===== src/rtl/rr_select_arbiter.sv =====
// Round-robin arbiter driving the binary select of a downstream N-input mux.
// The grant holds until done, withdrawal, or a hold timeout while others wait.
module rr_select_arbiter #(
    parameter int INPUTS       = 4,
    parameter int INPUTS_WIDTH = 2,
    parameter int MAX_HOLD     = 16,
    parameter int HOLD_WIDTH   = 5
) (
    input  logic                    clk,
    input  logic                    reset,
    input  logic [INPUTS-1:0]       req,
    input  logic                    done,
    output logic [INPUTS_WIDTH-1:0] select,
    output logic                    grant_valid,
    output logic [INPUTS-1:0]       grant
);

    typedef enum logic {IDLE, GRANT} state_t;

    state_t                  state, state_n;
    logic [INPUTS_WIDTH-1:0] last, last_n;
    logic [INPUTS_WIDTH-1:0] select_n;
    logic                    grant_valid_n;
    logic [INPUTS-1:0]       grant_n;
    logic [HOLD_WIDTH-1:0]   hold_cnt, hold_n;

    logic [INPUTS_WIDTH-1:0] ptr;
    logic [INPUTS_WIDTH:0]   idx;
    logic [INPUTS_WIDTH-1:0] winner;
    logic                    found;
    logic [INPUTS-1:0]       winner_onehot;
    logic                    timeout_hit;
    logic                    release_now;

    // Search starts after the pointer, so the pointer's own index is considered last.
    always_comb begin
        ptr    = (state == GRANT) ? select : last;
        idx    = '0;
        winner = '0;
        found  = 1'b0;
        for (int k = 1; k <= INPUTS; k++) begin
            idx = {1'b0, ptr} + (INPUTS_WIDTH+1)'(k);
            if (idx >= (INPUTS_WIDTH+1)'(INPUTS))
                idx = idx - (INPUTS_WIDTH+1)'(INPUTS);
            if (!found && req[idx[INPUTS_WIDTH-1:0]]) begin
                found  = 1'b1;
                winner = idx[INPUTS_WIDTH-1:0];
            end
        end
        winner_onehot         = '0;
        winner_onehot[winner] = 1'b1;
    end

    always_comb begin
        timeout_hit = (MAX_HOLD != 0) && (int'(hold_cnt) >= MAX_HOLD - 1)
                      && (|(req & ~grant));
        release_now = done || !req[select] || timeout_hit;
    end

    always_comb begin
        state_n       = state;
        last_n        = last;
        select_n      = select;
        grant_valid_n = grant_valid;
        grant_n       = grant;
        hold_n        = hold_cnt;
        case (state)
            IDLE: begin
                if (found) begin
                    state_n       = GRANT;
                    select_n      = winner;
                    grant_valid_n = 1'b1;
                    grant_n       = winner_onehot;
                    hold_n        = '0;
                end
            end
            GRANT: begin
                if (release_now) begin
                    last_n = select;
                    hold_n = '0;
                    if (found) begin
                        select_n      = winner;
                        grant_valid_n = 1'b1;
                        grant_n       = winner_onehot;
                    end else begin
                        state_n       = IDLE;
                        grant_valid_n = 1'b0;
                        grant_n       = '0;
                    end
                end else if (int'(hold_cnt) < MAX_HOLD) begin
                    hold_n = hold_cnt + 1'b1;
                end
            end
            default: state_n = IDLE;
        endcase
    end

    always_ff @(posedge clk) begin
        if (reset) begin
            state       <= IDLE;
            last        <= INPUTS_WIDTH'(INPUTS - 1);
            select      <= '0;
            grant_valid <= 1'b0;
            grant       <= '0;
            hold_cnt    <= '0;
        end else begin
            state       <= state_n;
            last        <= last_n;
            select      <= select_n;
            grant_valid <= grant_valid_n;
            grant       <= grant_n;
            hold_cnt    <= hold_n;
        end
    end

endmodule

===== config.mk =====
export PLATFORM = sky130hd
export DESIGN_NAME = rr_select_arbiter
export DESIGN_NICKNAME = d
export VERILOG_FILES = /design/src/rtl/rr_select_arbiter.sv
export SDC_FILE = /design/constraint.sdc
export NUM_CORES = 1
export LEC_CHECK = 0
export CAP_MARGIN = 20
export CORE_MARGIN = 4
export CORE_UTILIZATION = 45
export DETAILED_ROUTE_END_ITERATION = 6
export MAX_ROUTING_LAYER = met4
export PLACE_DENSITY = 0.8
export SLEW_MARGIN = 20
export SYNTH_ARGS = -nofsm -noshare
export SYNTH_HDL_FRONTEND = slang
export SYNTH_SLANG_ARGS = --single-unit

===== constraint.sdc =====
create_clock -name clk -period 2.4 [get_ports clk]
set_input_delay 0.72 -clock clk [delete_from_list [all_inputs] [get_ports clk]]
set_output_delay 0.72 -clock clk [all_outputs]
set_load 0.02 [all_outputs]

After elaboration in Yosys (flattened, before gate mapping)
Index checks and enable logic that the tools add are counted.
{"block": "op_classes", "addsub": 9, "n_lt_le_gt_ge": 13, "eq_ne": 3, "mux": 42, "bitwise_logic": 3, "n_reduce_logical": 15}
{"cell": "$mux 2", "count": 11}
{"cell": "$lt 2x3->1 const B", "count": 6}
{"cell": "$mux 5", "count": 3}
{"cell": "$mux 1", "count": 14}
{"cell": "$ge 3x3->1 const B", "count": 4}
{"cell": "$mux 4", "count": 3}
{"cell": "$bmux 1 s2", "count": 5}
{"cell": "$pmux 5 s2", "count": 1}
{"cell": "$pmux 4 s2", "count": 1}
{"cell": "$sub 2x1->2 const B", "count": 4}
{"cell": "$add 2x2->3 const B", "count": 2}
{"cell": "$reduce_and 2->1", "count": 3}
{"cell": "$add 5x1->5 const B", "count": 1}
{"cell": "$ge 5x4->1 const B", "count": 1}
{"cell": "$logic_and 1x1->1", "count": 5}
{"cell": "$lt 5x5->1 const B", "count": 1}
{"cell": "$and 4x4->4", "count": 1}
{"cell": "$logic_not 1->1", "count": 4}
{"cell": "$not 4->4", "count": 1}
{"cell": "$pmux 1 s2", "count": 2}
{"cell": "$pmux 2 s2", "count": 1}
{"cell": "$reduce_or 4->1", "count": 1}
{"cell": "$add 2x1->3 const B", "count": 1}
{"cell": "$add 2x3->3 const B", "count": 1}
{"cell": "other kinds (7)", "count": 8}
{"block": "totals", "regBits": 15, "input_bits": 7, "output_inout_bits": 7, "word_cells": 91}

Logic depth before layout (Yosys ltp)
Gate-level depths: netlist (run 1).
{"block": "logic_depth", "ltp_word": 23, "ltp_mapped": 9, "depth_no_buf": 8}

Worst setup path before layout (run 1)
Ideal clock, no wire load.
{"block": "synth_timing", "path_type": "in2reg", "start": "in req[1]", "end": "reg hold_cnt[3]", "setup_ps": 74, "arrival_time_ps": 1987, "t_required_ps": 2326, "setup_slack_ps": 339, "path_stages": 7, "n_path_buf": 2, "cell_sequence": "buf_4 > nand2b_1 > o2111ai_1 > a211o_1 > buf_6 > or3_1 > a31oi_1"}
{"block": "synth_via", "elab_chain_cells": 14, "elab_cells_between_ends": 31, "classes_between": "2 x eq/ne; 16 x mux; 1 x bitwise; 12 x reduce/logical"}
{"item": "from (decl)", "line_no": "11", "rtl": "input logic [INPUTS-1:0] req,"}
{"item": "$bmux 1 s2", "line_no": "45", "rtl": "if (!found && req[idx[INPUTS_WIDTH-1:0]]) begin"}
{"item": "$mux 1 (not written as such)", "line_no": "45"}
{"item": "$mux 1", "line_no": "45"}
{"item": "$logic_not 1->1", "line_no": "45"}
{"item": "$logic_and 1x1->1", "line_no": "45"}
{"item": "$mux 1", "line_no": "45"}
{"item": "$logic_not 1->1", "line_no": "45"}
{"item": "$logic_and 1x1->1", "line_no": "45"}
{"item": "$mux 1", "line_no": "45"}
{"item": "$logic_not 1->1", "line_no": "45"}
{"item": "$logic_and 1x1->1", "line_no": "45"}
{"item": "$mux 1", "line_no": "45"}
{"item": "$ne 2x2->1 (no source line)"}
{"item": "$reduce_and 2->1 (no source line)"}
{"item": "to (signal assigned)", "line_no": "112", "rtl": "hold_cnt <= hold_n;"}
{"item": "to (decl)", "line_no": "25", "rtl": "logic [HOLD_WIDTH-1:0] hold_cnt, hold_n;"}
Several ways; a longest one is shown, not always the timed one. The select of a mux whose other input is x is not followed.
A chain may end at the register's enable or synchronous reset.

Worst setup path after layout (run 1)
{"block": "layout_timing", "start": "in req[1]", "end": "reg grant[2]"}
{"block": "layout_via", "elab_chain_cells": 19, "elab_cells_between_ends": 42, "classes_between": "2 x order compare; 2 x eq/ne; 24 x mux; 1 x bitwise; 13 x reduce/logical"}
{"item": "$bmux 1 s2", "line_no": "45"}
{"item": "$mux 1 (not written as such)", "line_no": "45"}
{"item": "$mux 1", "line_no": "45"}
{"item": "$logic_not 1->1", "line_no": "45"}
{"item": "$logic_and 1x1->1", "line_no": "45"}
{"item": "$mux 1", "line_no": "45"}
{"item": "$logic_not 1->1", "line_no": "45"}
{"item": "$logic_and 1x1->1", "line_no": "45"}
{"item": "[... 3 more ...]"}
{"item": "$mux 2", "line_no": "45"}
{"item": "$lt 2x3->1 (not written as such) / $ge 2x1->1 (equally long branches)", "line_no": "51", "rtl": "winner_onehot[winner] = 1'b1;"}
{"item": "$logic_and 1x1->1 (not written as such)", "line_no": "51"}
{"item": "$mux 1 (not written as such)", "line_no": "51"}
{"item": "$demux 1 s2", "line_no": "51"}
{"item": "$mux 4", "line_no": "81", "rtl": "if (found) begin"}
{"item": "$mux 4", "line_no": "78", "rtl": "if (release_now) begin"}
{"item": "$pmux 4 s2", "line_no": "67", "rtl": "case (state)"}
{"item": "to (signal assigned)", "line_no": "111", "rtl": "grant <= grant_n;"}
{"item": "to (decl)", "line_no": "15", "rtl": "output logic [INPUTS-1:0] grant"}
Several ways; a longest one is shown, not always the timed one. The select of a mux whose other input is x is not followed.

==> results of run 1 <==
power breakdown:
group	leakage (uW)	internal [uW]	switching (uW)
clock network	0.0000150	64.8	76.0
registers	0.000123	269	26.3
logic	0.000376	119	105
worst register-to-register path, cell delays in order (launching register included):
cell and delay (ps):
dfxtp_1 350, ha_1 220, and3_1 190, ha_1 170, nor2_1 100, nand2_1 100
a211oi_2 290, nor3_1 130, buf_4 160, a31o_2 200
state kept, by name (all words and copies together) (netlist names):
name,cells
grant,4
grant_valid,1
hold_cnt,5
last,2
select,2
state,1
routing by layer:
metal  GRT usage, %  wire, um  vias up  share of wire, %
met2          27.69      1074       42                45
met3          5.722       162        3               6.9
met4          4.564        20        0              0.85
met5              -         0        -                 0
li1               -         -      508                 -
met1          25.62      1106      465                47
synth_stat cells (all sizes together), types with 2 or more instances:
master and count:
or3 2, o21ai 8, a31oi 2, a22oi 2, nand2 7, and3 2
mux2i 2, mux2 3, a21oi 10, a211o 2, nand3 4, nor2b 2
nand4 5, nand3b 2, a22o 2, dfxtp 15, inv 8, buf 5
ha 2, a211oi 2, nor2 10, o32ai 3, nand2b 5
how the worst min path moves through the flow:
stage                             end  slack, ps         from  depth (start not counted)
final                     grant_valid        490  grant_valid                          2
after global placement    grant_valid        470  grant_valid                          2
after global routing      grant_valid        520  grant_valid                          2
after CTS                 grant_valid        500  grant_valid                          2
after detailed placement  grant_valid        490  grant_valid                          2
after floorplan           hold_cnt[2]        470  hold_cnt[2]                          2
area by class of cell:
class,count,area share [%]
multi-input combinational,89,46.55
tap,27,2.663
inverter,8,2.367
sequential,15,23.67
clock buffer,4,2.071
timing repair buffer,34,22.68
kinds of logic (layout without fill, tap and decap cells):
logic type      Yosys count  in the layout  synth area share, %
simple gates             45             45                24.77
flops                    15             15                31.13
mux                       5              5                7.263
buf+inv                  14             46                7.652
compound gates           37             37                26.59
fa+ha+maj                 2              2                2.594
through the flow:
stage,util [%],worst slack (ps),power [uW]
6_report,63.38,39.70,660.0
4_1_cts,62.63,120.9,662.0
3_5_place_dp,61.31,-201.7,517.3
2_1_floorplan,-,338.7,427.0
5_1_grt,63.38,26.08,698.2
3_3_place_gp,61.31,-152.0,513.0
==> metrics.md, run 1 <==
| Metric | Value |
|---|---|
| Status | `finished, final reports clean` |
| # rows | `16` |
| Register area share after synthesis | `31.13%` |
| Remaining antenna violation count | `0` |
| Worst Setup Start Kind | `input port` |
| Hold Fails Final Rpt | `0` |
| CTS H-tree lvls | `1` |
| Synth area leaders | `dfxtp_1, a21oi_1, o21ai_0, nor2_1, nand2b_1` |
| RR Startpoint | `hold_cnt[0]` |
| CTS root buf | `clkbuf_4` |
| Dpl hpwl | `1801 um` |
| Total CTS buffers | `3` |
| Max_slew headroom | `73.65%` |
| Buffers & Inverters on Critical Path | `2` |
| Crit-path max FO | `8` |
| Final worst path period need | `2360 ps` |
| Final period util | `98.35%` |
| Wire length of the first global-routing pass | `3988 um` |
| Critical path's largest stage delay | `540 ps` |
| Clock skew | `1.272 ps` |
| Vias per cell | `5.751` |
| Req. time, crit path | `2640 ps` |
| Vias in the first global route | `907` |
| CTS resizes | `0` |
| VDD IR max | `0.3971 mV` |
| Most frequent cells in the layout | `buf_4, dfxtp_1, clkdlybuf4s50_1` |
| Slowest cell on the critical path | `clkdlybuf4s50_1` |
| Cell Area, Synth | `964.7 sq um` |
| Number of synthesized flops with an enable pin | `0` |
| FF+latch area | `300.3 sq um` |
| Slew Viols, Final | `0` |
| Final wirelength | `2363 um` |
| Setup TNS | `0 ps` |
| Top_reg_cell synth | `dfxtp_1` |
| Worst-margin pin slew | `391.6 ps` |
| Cell total after placement | `171` |
| Worst-Skew Late Latency | `290 ps` |
| Setup crit end | `grant[2]` |
| Max-cap violation count | `0` |
| Worst-case clock buffer depth | `2` |
| Fmax | `423.7 MHz` |
| Synth top area share | `31.13%` |
| Routability congestion estimate | `0.8769` |
| Fin cells | `177` |
| Via count | `1018` |
| Post-Synthesis Cells | `118` |
| Leakage | `0.0005140 uW` |
| Die width | `54.30 um` |
| Io pins | `14` |
| Placed cell area | `1227 sq um` |
| Worst-path clk slew | `80 ps` |
| Post-Syn Area per Cell | `8.175 sq um` |
| Async set-or-reset flop fraction in the synthesized netlist | `0%` |
| Antenna Cells | `0` |
| Worst Hold Slack | `486.3 ps` |
| Flop-to-flop setup slack | `390 ps` |
| Area of the multi-input gates | `590.6 sq um` |
| Syn_nets | `127` |
| YS warnings | `0` |
| Layout cells sized above 1 | `20.67%` |
| Global route overflow | `0` |
| Die Y | `54.30 um` |
| Area leader, netlist | `dfxtp_1` |
| Worst hold path class | `flop to flop` |
| Maximum number of pins on one net before global-route repair | `9` |
| Initial core utilization | `48.19%` |
| Final setup fails | `0` |
| Synth cell types | `43` |
| Iter 0 DRT Violations | `26` |
| Critical Path AT | `2600 ps` |
| Post-CTS Setup Repair Bufs | `0` |
| Crit path depth | `7` |
| Filler cell count | `159` |
| #FFs+latches synth | `15` |
| RSZ-0062 raised after global routing | `false` |
| Area growth syn-to-layout | `31.52%` |
| CP Class | `input port to flop` |
| Start point of the critical path | `req[1]` |
| Hold buffer count at cts | `0` |
| Global router's overall resource usage | `19.01%` |
| Clock sink count | `15` |
| Drt drc | `0` |
| PD cells | `520.2 nW/um^2` |
| Commonest non-fill, non-tap cell in the layout | `buf_4` |
| Port Buffer Count | `13` |
| R2R cell count | `9` |
| Crit path max-delay family | `buffers and inverters` |
| R2r endpoint | `select[1]` |
| Post-route cell area | `1269 sq um` |
| Per-cell routed wire length | `13.35 um` |
| Initial antenna violation count | `0` |
| CTS tree | `done` |
| CP Cell Sequence | `clkdlybuf4s50_1 > mux2_4 > a22oi_2 > a211oi_2 > nor3_1 > buf_4 > a22o_1` |
| CORE AREA | `2002 sq um` |
| Nets | `160` |
| Die ar. | `2948 sq um` |
| Drt pass-1 iters | `4` |
| Crit. End Element | `flop` |
Power figures use the tool's default switching activity.
==> inputs of run 2 (changes only) <==
--- a/config.mk
+++ b/config.mk
@@ -15,3 +15,4 @@
 export SYNTH_ARGS = -nofsm -noshare
 export SYNTH_HDL_FRONTEND = slang
 export SYNTH_SLANG_ARGS = --single-unit
+export TNS_END_PERCENT = 10
==> results of run 2 <==
The final DEF is identical to that of run 1; final timing and power are the same.
